**src/rtl/queue_pkg.sv**
```systemverilog
// queue_pkg: shared FSM state type, width helpers and the BCD adjust-and-shift step.
package queue_pkg;

    typedef enum logic [1:0] {IDLE, DIV, BCD} state_t;

    function automatic int clog2(input int v);
        int r;
        r = 0;
        while ((1 << r) < v) r++;
        return r;
    endfunction

    function automatic int cnt_w(input int depth);
        return clog2(depth + 1);
    endfunction

    function automatic int wait_w(input int depth, input int svc);
        return clog2(depth * svc + 1);
    endfunction

    function automatic int n_w(input int depth, input int svc, input int tn);
        return clog2(depth * svc + tn);
    endfunction

    // One double-dabble step over three BCD digits: add 3 to digits above 4, then shift in s.
    function automatic logic [11:0] dabble(input logic [11:0] b, input logic s);
        logic [11:0] a;
        a = b;
        for (int i = 0; i < 3; i++)
            if (a[4*i +: 4] > 4'd4) a[4*i +: 4] = a[4*i +: 4] + 4'd3;
        return {a[10:0], s};
    endfunction

endpackage

```
**src/rtl/qm_debounce.sv**
```systemverilog
// qm_debounce: 2-FF synchroniser plus tick-gated stable-high counter emitting one pulse per press.
module qm_debounce
    import queue_pkg::*;
#(
    parameter int DEB_TICKS = 4
) (
    input  logic clk_i,
    input  logic reset_ni,
    input  logic tick_en_i,
    input  logic btn_i,
    output logic pulse_o
);
    localparam int DW = clog2(DEB_TICKS + 1);

    logic [1:0]    sync_q;
    logic [DW-1:0] cnt_q;
    logic          armed_q;
    logic          pulse_q;
    logic          hit;

    assign hit     = armed_q && (cnt_q == DW'(DEB_TICKS - 1));
    assign pulse_o = pulse_q;

    // Once a press fires, disarm until the input is sampled low again.
    always_ff @(posedge clk_i) begin
        if (!reset_ni) begin
            sync_q  <= '0;
            cnt_q   <= '0;
            armed_q <= 1'b1;
            pulse_q <= 1'b0;
        end else begin
            sync_q  <= {sync_q[0], btn_i};
            pulse_q <= tick_en_i && sync_q[1] && hit;
            if (tick_en_i) begin
                if (!sync_q[1]) begin
                    cnt_q   <= '0;
                    armed_q <= 1'b1;
                end else if (armed_q) begin
                    cnt_q   <= hit ? '0 : cnt_q + DW'(1);
                    armed_q <= !hit;
                end
            end
        end
    end

endmodule

```
**src/rtl/queue_manager.sv**
```systemverilog
// queue_manager: debounced queue occupancy, teller count and ceil wait time in binary and BCD.
// Optional QUEUE_MANAGER_ALARM_STICKY_EN makes alarm latch until alarm_clr_i.
module queue_manager
    import queue_pkg::*;
#(
    parameter  int DEPTH     = 15,
    parameter  int TELLER_N  = 3,
    parameter  int SVC_TIME  = 3,
    parameter  int DEB_TICKS = 4,
    localparam int CNT_W     = cnt_w(DEPTH),
    localparam int ACT_W     = clog2(TELLER_N + 1),
    localparam int WAIT_W    = wait_w(DEPTH, SVC_TIME)
) (
    input  logic                clk_i,
    input  logic                reset_ni,
    input  logic                tick_en_i,
    input  logic                arrive_i,
    input  logic                depart_i,
    input  logic [TELLER_N-1:0] teller_on_i,
    input  logic                alarm_clr_i,
    output logic [CNT_W-1:0]    count_o,
    output logic [ACT_W-1:0]    active_o,
    output logic                full_o,
    output logic                empty_o,
    output logic                alarm_o,
    output logic                no_teller_o,
    output logic [WAIT_W-1:0]   wait_time_o,
    output logic [3:0]          wait_ones_o,
    output logic [3:0]          wait_tens_o,
    output logic [3:0]          wait_hund_o,
    output logic                wait_valid_o
);
    localparam int N_W = n_w(DEPTH, SVC_TIME, TELLER_N);
    localparam int S_W = clog2(N_W + 1);

    logic              arr_ev, dep_ev, alarm_ev, trig, ge;
    logic [CNT_W-1:0]  count_q, count_d, cnt_lat_q;
    logic [ACT_W-1:0]  active_q, active_d, act_lat_q, den_q, rem_q, rem_d;
    logic [ACT_W:0]    rem_sh;
    logic              full_q, empty_q, alarm_q, valid_q;
    state_t            state_q;
    logic [S_W-1:0]    step_q;
    logic [N_W-1:0]    quo_q, quo_d, num_d;
    logic [WAIT_W-1:0] bin_q, wait_q;
    logic [11:0]       bcd_q, dig_q;

    qm_debounce #(.DEB_TICKS(DEB_TICKS)) u_arr (
        .clk_i(clk_i), .reset_ni(reset_ni), .tick_en_i(tick_en_i), .btn_i(arrive_i), .pulse_o(arr_ev)
    );
    qm_debounce #(.DEB_TICKS(DEB_TICKS)) u_dep (
        .clk_i(clk_i), .reset_ni(reset_ni), .tick_en_i(tick_en_i), .btn_i(depart_i), .pulse_o(dep_ev)
    );

`ifndef QUEUE_MANAGER_ALARM_STICKY_EN
    logic unused_alarm_clr;
    assign unused_alarm_clr = alarm_clr_i;
`endif

    always_comb begin
        alarm_ev = (arr_ev && !dep_ev && full_q) || (dep_ev && !arr_ev && empty_q);
        count_d  = (arr_ev && !dep_ev && !full_q)  ? count_q + CNT_W'(1) :
                   (dep_ev && !arr_ev && !empty_q) ? count_q - CNT_W'(1) : count_q;
        active_d = '0;
        for (int i = 0; i < TELLER_N; i++) active_d = active_d + ACT_W'(teller_on_i[i]);
        trig   = (count_q != cnt_lat_q) || (active_q != act_lat_q);
        num_d  = N_W'(count_q) * N_W'(SVC_TIME) + N_W'(active_q) - N_W'(1);
        rem_sh = {rem_q, quo_q[N_W-1]};
        ge     = rem_sh >= {1'b0, den_q};
        rem_d  = ge ? ACT_W'(rem_sh - {1'b0, den_q}) : rem_sh[ACT_W-1:0];
        quo_d  = {quo_q[N_W-2:0], ge};
    end

    // Working registers (quo/rem/bin/bcd) never drive outputs; only the BCD exit commits a result.
    always_ff @(posedge clk_i) begin
        if (!reset_ni) begin
            count_q   <= '0;
            full_q    <= 1'b0;
            empty_q   <= 1'b1;
            alarm_q   <= 1'b0;
            active_q  <= '0;
            cnt_lat_q <= '0;
            act_lat_q <= '0;
            den_q     <= '0;
            rem_q     <= '0;
            quo_q     <= '0;
            bin_q     <= '0;
            bcd_q     <= '0;
            step_q    <= '0;
            wait_q    <= '0;
            dig_q     <= '0;
            valid_q   <= 1'b1;
            state_q   <= IDLE;
        end else begin
            count_q  <= count_d;
            full_q   <= count_d == CNT_W'(DEPTH);
            empty_q  <= count_d == '0;
            active_q <= active_d;
`ifdef QUEUE_MANAGER_ALARM_STICKY_EN
            alarm_q  <= alarm_ev || (alarm_q && !alarm_clr_i);
`else
            alarm_q  <= alarm_ev;
`endif
            if (trig) begin
                cnt_lat_q <= count_q;
                act_lat_q <= active_q;
                step_q    <= '0;
                if (active_q == '0) begin
                    wait_q  <= '0;
                    dig_q   <= '0;
                    valid_q <= 1'b1;
                    state_q <= IDLE;
                end else begin
                    quo_q   <= num_d;
                    rem_q   <= '0;
                    den_q   <= active_q;
                    valid_q <= 1'b0;
                    state_q <= DIV;
                end
            end else begin
                case (state_q)
                    DIV: begin
                        quo_q  <= quo_d;
                        rem_q  <= rem_d;
                        step_q <= step_q + S_W'(1);
                        if (step_q == S_W'(N_W - 1)) begin
                            bin_q   <= quo_d[WAIT_W-1:0];
                            bcd_q   <= '0;
                            step_q  <= '0;
                            state_q <= BCD;
                        end
                    end
                    BCD: begin
                        if (step_q == S_W'(WAIT_W)) begin
                            wait_q  <= quo_q[WAIT_W-1:0];
                            dig_q   <= bcd_q;
                            valid_q <= 1'b1;
                            state_q <= IDLE;
                        end else begin
                            bcd_q  <= dabble(bcd_q, bin_q[WAIT_W-1]);
                            bin_q  <= bin_q << 1;
                            step_q <= step_q + S_W'(1);
                        end
                    end
                    default: ;
                endcase
            end
        end
    end

    assign count_o      = count_q;
    assign active_o     = active_q;
    assign full_o       = full_q;
    assign empty_o      = empty_q;
    assign alarm_o      = alarm_q;
    assign no_teller_o  = active_q == '0;
    assign wait_time_o  = wait_q;
    assign wait_ones_o  = dig_q[3:0];
    assign wait_tens_o  = dig_q[7:4];
    assign wait_hund_o  = dig_q[11:8];
    assign wait_valid_o = valid_q;

endmodule
```
**config.mk**
```make
export PLATFORM = sky130hd
export DESIGN_NAME = queue_manager
export DESIGN_NICKNAME = d
export VERILOG_FILES = /design/src/rtl/queue_pkg.sv /design/src/rtl/qm_debounce.sv /design/src/rtl/queue_manager.sv
export SDC_FILE = /design/constraint.sdc
export NUM_CORES = 1
export LEC_CHECK = 0
export ABC_AREA = 1
export ABC_CLOCK_PERIOD_IN_PS = 3200
export CORE_UTILIZATION = 40
export DETAILED_ROUTE_END_ITERATION = 12
export SLEW_MARGIN = 40
export SYNTH_ARGS = -nofsm -noshare
export SYNTH_HDL_FRONTEND = slang
export SYNTH_SLANG_ARGS = --single-unit
```
**constraint.sdc**
```tcl
create_clock -name clk_i -period 3.2 [get_ports clk_i]
set_input_delay 0.48 -clock clk_i [delete_from_list [all_inputs] [get_ports clk_i]]
set_output_delay 0.48 -clock clk_i [all_outputs]
set_load 0.03 [all_outputs]
```
# --- Word level (Yosys, flattened, before mapping) ---
# Index checks and enable logic that the tools add are counted.
word_totals:
  elab_cells: 148
  ff_bits: 81
  in_bits: 9
classes:
  bitwise: 3
  n_mul: 1
  eq_ne: 17
  add_sub_neg: 13
  reduce_logical: 37
  order_cmp: 4
  muxes: 48
ops:
  columns: ["op", "n"]
  rows:
  - ["12-bit 2-to-1 mux", 6]
  - ["6-bit 2-to-1 mux", 9]
  - ["3-bit 2-to-1 mux", 9]
  - ["12-bit one-hot mux with 2 select lines", 1]
  - ["4-bit 2-to-1 mux", 4]
  - ["2-bit 2-to-1 mux", 7]
  - ["4-bit by 3-bit greater-than comparator with 1-bit output (second input constant)", 3]
  - ["1-bit logical AND", 12]
  - ["2-bit inequality test (second input constant)", 6]
  - ["6-bit one-hot mux with 2 select lines", 1]
  - ["2-bit AND reduction", 6]
  - ["3-bit by 1-bit adder with 3-bit output (second input constant)", 3]
  - ["1-bit 2-to-1 mux", 9]
  - ["4-bit by 2-bit adder with 4-bit output (second input constant)", 2]
  - ["2-bit nonzero test", 4]
  - ["6-bit by 2-bit adder with 6-bit output", 1]
  - ["3-bit by 2-bit == test with 1-bit output (second input constant)", 2]
  - ["3-bit == test (second input constant)", 2]
  - ["1-bit zero test", 6]
  - ["4-bit by 2-bit multiplier with 6-bit output (second input constant)", 1]
  - ["3-bit inequality test (second input constant)", 2]
  - ["3-bit one-hot mux with 2 select lines", 1]
  - ["3-bit AND reduction", 2]
  - ["6-bit by 1-bit subtractor with 6-bit output (second input constant)", 1]
  - ["20 further kinds", 23]

# --- Depth between registers and ports, before layout ---
# Gate-level depths: netlist of the first run.
depth:
  word_depth: 6
  depth_mapped: 16
  ltp_nobuf: 15

# --- Modules after synthesis ---
# From an unflattened synthesis of the first run, not the netlist that was laid out.
unflattened:
  hier_cells: 618
  area_unflattened_um2: 4310.4
modules_own_cells:
  columns: ["module", "cells_each", "instances", "area_per_inst_um2"]
  rows:
  - ["queue_manager", 530, 1, 3689.8]
  - ["qm_debounce", 44, 2, 310.3]

# --- Least setup slack after synthesis of the first run ---
# No wires, ideal clock.
synth_path:
  path_type: "reg2reg"
  startpoint: "reg count_q[0] (netlist: count_o[0])"
  endpoint: "reg quo_q[5]"
  t_arrival_ns: 2.561
  setup_time_ns: 0.112
  path_stages_with_launch: 16
  slack_ns: 0.528
  period_less_slack_ns: 2.672
  n_path_buf: 1
  path_cell_list: "dfxtp_1 buf_4 inv_2 ha_1 xnor2_1 xor2_1 ha_1 inv_1 fa_1 nand3b_1 nand3_1 nand2_1 nand2_1 o21ai_0 nor2_1 nor2_1"
synth_between:
  elab_chain_len: 5
synth_lines:
  columns: ["element", "line", "text"]
  rows:
  - ["from (decl)", "queue_manager.sv:37", "logic [CNT_W-1:0] count_q, count_d, cnt_lat_q;"]
  - ["from (signal assigned)", "queue_manager.sv:94", "count_q <= count_d;"]
  - ["4-bit by 2-bit multiplier with 6-bit output", "queue_manager.sv:66", "num_d = N_W'(count_q) * N_W'(SVC_TIME) + N_W'(active_q) - N_W'(1);"]
  - ["6-bit by 2-bit adder with 6-bit output", "queue_manager.sv:66", null]
  - ["6-bit by 1-bit subtractor with 6-bit output", "queue_manager.sv:66", null]
  - ["6-bit 2-to-1 mux", "queue_manager.sv:107", "if (active_q == '0) begin"]
  - ["6-bit 2-to-1 mux", "queue_manager.sv:103", "if (trig) begin"]
  - ["to (signal assigned)", "queue_manager.sv:113", "quo_q <= num_d;"]
  - ["to (signal assigned)", "queue_manager.sv:122", "quo_q <= quo_d;"]
  - ["to (decl)", "queue_manager.sv:43", "logic [N_W-1:0] quo_q, quo_d, num_d;"]
# Several ways; a longest one is shown, not always the timed one. The select of a mux whose other input is x is not followed.
# A chain may end at the register's enable or synchronous reset.

# --- Worst setup path after layout of the first run ---
layout_path:
  startpoint: "reg count_q[1] (netlist: count_o[1])"
  endpoint: "reg quo_q[5]"
# Same word-level chain as after synthesis.

==> impl_metrics.yaml, run 1 <==
power_and_ir_drop:
  clkPwrFrac: 0.343
  p_int_uw: 1470
  share_comb_of_total_power: 0.152
  power.density_nw_per_um2: 444
  leakage_uw: 0.00214
  power_frac_seq: 0.505
  p_sw_frac: 0.304
  switchingPower_uw: 641
  finalPower_uw: 2110
  peakVddDrop_mv: 0.264
drt:
  wl_per_cell_um: 11.6
  dr_total_vias: 3475
  drc: 0
  via_per_inst: 4.67
  postRouteAntennaNets: 0
  first_pass_iters: 5
  postRouteWirelength_um: 8630
  drt_iter0_drc: 116
yosys:
  ys_warn_count: 0
  yosys.area.top_type: "dfxtp_1"
  synth_top_area_frac: 0.394
  synth_most_common_cell: "nand2_1"
  syn-cell-area_sq_um: 4110
  synth_cell_types: 35
  synth-edff-count: 0
  synthTopCellsByArea: "dfxtp_1, nand2_1, ha_1"
  ys_top_cells_by_count: "nand2_1, dfxtp_1, inv_1, nor2_1, nand3_1"
  ys_ff_latch: 81
  postSynthAreaPerCell_sq_um: 7.19
  synth_nets: 608
  ys.flop_type: "dfxtp_1"
  synthCells: 572
  seq_area_frac_synth: 0.394
  synth-async-reset-ratio: 0
setup_path:
  crit_path_end: "quo_q[5]"
  timing_worst_setup_path_type: "flop to flop"
  critPathArrivalTime_ns: 2.89
  r2r_end: "quo_q[5]"
  ff2ff_path_depth: 14
  worstPathMaxFanout: 9
  start_kind: "flop"
  startpoint: "count_o[1]"
  r2r_start: "count_o[1]"
  worstPathRequired_ns: 3.45
  rrSetupSlack_ns: 0.55
  cp-end-kind: "flop"
final_layout:
  syn2layout_area_growth_pct: 15.5
  n_antenna_cell: 0
  fin_nets: 642
  drive_gt1_frac: 0.0671
  fin_util: 0.481
  layoutNonFillerInstCount: 744
sta:
  slew_headroom: 0.701
  skew_ns: 0.0134
  min_period_ns: 2.65
  setup_viol: 0
  maxSlewViolCount: 0
  fmax_ghz: 0.378
  fin_tns_setup_ns: 0
  period_share: 0.828
  rsz0062_at_grt: "no"
  worst_slew_pin_slew_ns: 0.447
  hold_viol_final: 0
clock_network:
  postCtsSetupRepairBufs: 0
  cts_tree: "built"
  cts_hold_buf: 0
  numCtsBuffers: 9
  post_cts_resized: 0
  clk_latency_ns: 0.35
  path_clk_slew_ns: 0.09
  cts_root_buffer: "clkbuf_8"
  clockBufferDepth: 2
  htreeDepth: 3
  cts_num_sinks: 81
global_routing:
  grt_pass1_vias: 3294
  track_usage: 0.180
  antenna_found_initial: 0
  grt_pass1_wl_um: 15100
  grt_overflow: 0
  grt_max_degree: 38
die:
  die_x_um: 103
  die_h_um: 103
  start_util: 0.417
  ios: 38
  core_area_sq_um: 9860
  rows: 36
  die_area_sq_um: 10700
placement:
  numPortBuffers: 36
  dp_hpwl_um: 6130
  place_congestion: 0.790
  dp_cells: 728
flow_run:
  maxCapViolCount: 0
outcome:
  outcome: "completed"
hold_path:
  hp-class: "flop to flop"
-- layout by cell type (no fill, tap or decap), drive strengths merged, types with 4 or more instances in the layout --
master	count
ha	24
clkinv	4
nor2	76
dfxtp	81
nand2	132
o21ai	54
clkdlybuf4s50	35
clkbuf	10
inv	84
buf	6
a21oi	22
nand3	49
nand4	6
xor2	6
nand3b	6
-- power groups by stage --
stage / Sequential (uW) / Combinational [uW] / Clock [uW]
after floorplan: 1090 / 242 / 0
after global placement: 1090 / 313 / 0
after detailed placement: 1090 / 320 / 0
after CTS: 1070 / 322 / 737
after global routing: 1070 / 371 / 784
final: 1070 / 320 / 724
-- stage by stage --
stage / setup WS [ns] / hold slack, ns / instance area [sq um]
floorplan: 0.528 / 0.390 / 4110
global placement: 0.602 / 0.400 / 4560
detailed placement: 0.548 / 0.402 / 4560
CTS: 0.521 / 0.423 / 4750
global route: 0.358 / 0.441 / 4750
finish: 0.552 / 0.420 / 4750
-- sequential cells by signal, indices dropped and copies added (netlist names), 3 cells and up --
register     cells
quo_q            6
count_o          4
dig_q           12
bcd_q           12
step_q           3
cnt_lat_q        4
u_dep.cnt_q      3
bin_q            6
wait_time_o      6
u_arr.cnt_q      3
-- worst max-delay path: stages, from the launching register on --
cell,delay (ns)
dfxtp_1,0.51
inv_2,0.10
ha_1,0.33
xnor2_1,0.18
xor2_1,0.17
ha_1,0.18
inv_1,0.05
fa_1,0.39
nand3b_1,0.20
nand3_1,0.10
nand2_1,0.05
nand2_1,0.06
o21ai_0,0.08
nor2_1,0.10
nor2_1,0.04
-- cells by family (layout without fill, tap and decap cells) --
kind of cell / count (synthesis) / count (layout) / share of synthesized area
and+or+nand+nor: 273 / 273 / 0.295
buffers and inverters: 101 / 140 / 0.103
adders and majority gates: 27 / 27 / 0.0876
AOI/OAI and AO/OA: 82 / 82 / 0.103
xor gates and xnor gates: 8 / 8 / 0.0170
DFF: 81 / 81 / 0.394
-- worst min path at each step --
stage | from | end | slack (ns) | cells past startpoint
floorplan | u_arr.sync_q[0] | u_arr.sync_q[1] | 0.39 | 2
global placement | u_arr.sync_q[0] | u_arr.sync_q[1] | 0.40 | 2
detailed placement | u_dep.sync_q[0] | u_dep.sync_q[1] | 0.40 | 2
CTS | u_dep.sync_q[0] | u_dep.sync_q[1] | 0.42 | 2
global route | u_arr.sync_q[0] | u_arr.sync_q[1] | 0.44 | 2
finish | u_dep.sync_q[0] | u_dep.sync_q[1] | 0.42 | 2
-- layout make-up --
cell class	count	area [sq um]
multi-input cells	390	2070
flip-flops and latches	81	1620
fillers	1013	5120
well taps	133	166
inverters	83	313
clock buffers	10	138
clock inverters	6	50.0
repair buffers	41	393
-- metal layers --
| metal | vias up | share of wire | global-route usage |
|---|---|---|---|
| li1 | 1874 | - | - |
| met1 | 1539 | 0.50 | 0.240 |
| met2 | 54 | 0.46 | 0.301 |
| met3 | 8 | 0.029 | 0.0302 |
| met4 | 0 | 0.0093 | 0.0520 |
| met5 | - | 0 | 0 |
(Power assumes the default switching activity.)
==> run 2: changes to the inputs <==
ABC_CLOCK_PERIOD_IN_PS = 2400   (was 3200)
clock period = 2.4 ns   (was 3.2 ns; I/O delays follow)
==> impl_metrics.yaml, run 2 (synthesized netlist as in run 1, its figures left out) <==
setup_path:
  critPathArrivalTime_ns: 2.50
  worstPathMaxFanout: 3
  worstPathRequired_ns: 2.65
  timing_worst_setup_path_type: "flop to flop"
  start_kind: "flop"
  cp-end-kind: "flop"
sta:
  skew_ns: 0.00766
  hold_viol_final: 0
  period_share: 0.937
  maxSlewViolCount: 0
  holdWs_ns: 0.415
  slew_headroom: 0.616
  fmax_ghz: 0.445
  worst_slew_pin_slew_ns: 0.576
  setup_viol: 0
  min_period_ns: 2.25
hold_path:
  hp-class: "flop to flop"
die:
  core_area_sq_um: 9860
  ios: 38
  start_util: 0.417
  die_x_um: 103
  die_h_um: 103
  rows: 36
  die_area_sq_um: 10700
clock_network:
  cts_tree: "built"
  cts_num_sinks: 81
  clk_latency_ns: 0.35
  cts_hold_buf: 0
  clockBufferDepth: 2
  numCtsBuffers: 9
  path_clk_slew_ns: 0.08
  htreeDepth: 3
  cts_root_buffer: "clkbuf_8"
final_layout:
  biggestRegsByFlops: "bcd_q (12), dig_q (12)"
  drive_gt1_frac: 0.0801
  syn2layout_area_growth_pct: 17.0
  final_common_cell: "nand2_1"
  fin_util: 0.488
  fin_nets: 644
  final_cell_mix: "nand2_1, dfxtp_1, inv_1, nor2_1, nand3_1"
  n_antenna_cell: 0
power_and_ir_drop:
  peakVddDrop_mv: 0.340
  p_sw_frac: 0.291
  power_frac_seq: 0.509
  switchingPower_uw: 812
  p_int_uw: 1980
  power.density_nw_per_um2: 579
  leakage_uw: 0.00216
  clkPwrFrac: 0.335
  share_comb_of_total_power: 0.155
drt:
  drt_iter0_drc: 112
  wl_per_cell_um: 11.7
  postRouteAntennaNets: 0
  postRouteWirelength_um: 8710
  drc: 0
  first_pass_iters: 4
  via_per_inst: 4.71
  dr_total_vias: 3508
flow_run:
  maxCapViolCount: 0
global_routing:
  grt_max_degree: 68
  antenna_found_initial: 0
  grt_pass1_wl_um: 14400
  grt_overflow: 0
  track_usage: 0.175
  grt_pass1_vias: 3173
placement:
  dp_hpwl_um: 5990
  place_congestion: 0.767
  numPortBuffers: 36
outcome:
  outcome: "completed"
run 2: changes by cell type in the layout (fill, tap and decap cells not counted), sizes merged:
cell      delta
clkinvlp     -1
inv          -1
clkbuf       +2
clkinv       -1
buf          +2
run 2: final timing paths:
| path | from | cells past startpoint | end | slack (ns) |
|---|---|---|---|---|
| min reg2reg | u_dep.sync_q[0] | 2 | u_dep.sync_q[1] | 0.42 |
| min | u_dep.sync_q[0] | 2 | u_dep.sync_q[1] | 0.42 |
| max reg2reg | count_o[0] | 14 | quo_q[5] | 0.15 |
| max | count_o[0] | 14 | quo_q[5] | 0.15 |
run 2: metal layers:
| layer | part of all wire | GRT usage | vias up |
|---|---|---|---|
| met5 | 0 | 0 | - |
| met4 | 0.020 | 0.0758 | 0 |
| met3 | 0.027 | 0.0309 | 14 |
| met2 | 0.44 | 0.284 | 37 |
| met1 | 0.51 | 0.230 | 1575 |
| li1 | - | - | 1882 |
run 2: area by class of cell:
cell class	instances	area, sq um
inverter	83	315
tap	133	166
multi-input combinational	390	2100
timing repair buffer	43	420
clock buffer	12	155
clock inverter	3	23.8
sequential	81	1630
fill	983	5050
run 2: stage by stage:
stage / cells / setup slack [ns] / total power [uW] / TNS, ns / cell area [sq um]
after global placement: 729 / 0.155 / 1870 / 0 / 4610
after global routing: 745 / -0.00256 / 2930 / -0.00256 / 4810
after floorplan: 572 / 0.0376 / 1780 / 0 / 4150
after CTS: 744 / 0.134 / 2820 / 0 / 4790
final: 745 / 0.151 / 2790 / 0 / 4810
after detailed placement: 729 / 0.137 / 1880 / 0 / 4610
run 2: power groups by stage:
stage,Clock [uW],Combinational (uW),Sequential (uW)
after floorplan,0,324,1460
after global placement,0,423,1450
after detailed placement,0,431,1450
after CTS,965,434,1420
after global routing,1020,492,1430
final,935,433,1420
run 2: repair_timing:
| item | in CTS | in global routing |
|---|---|---|
| gates resized for setup | 0 | 2 |
| setup endpoints to repair | 0 | 2 |
| setup buffers | 0 | 1 |
run 2: worst max-delay path, stage by stage, from the launching register on:
cell,delay [ns]
dfxtp_4,0.36
inv_4,0.04
ha_4,0.25
xnor2_2,0.15
xor2_1,0.17
ha_2,0.19
inv_1,0.05
fa_2,0.35
nand3b_1,0.18
nand3_1,0.09
nand2_1,0.05
nand2_1,0.05
o21ai_0,0.08
nor2_1,0.10
nor2_1,0.04
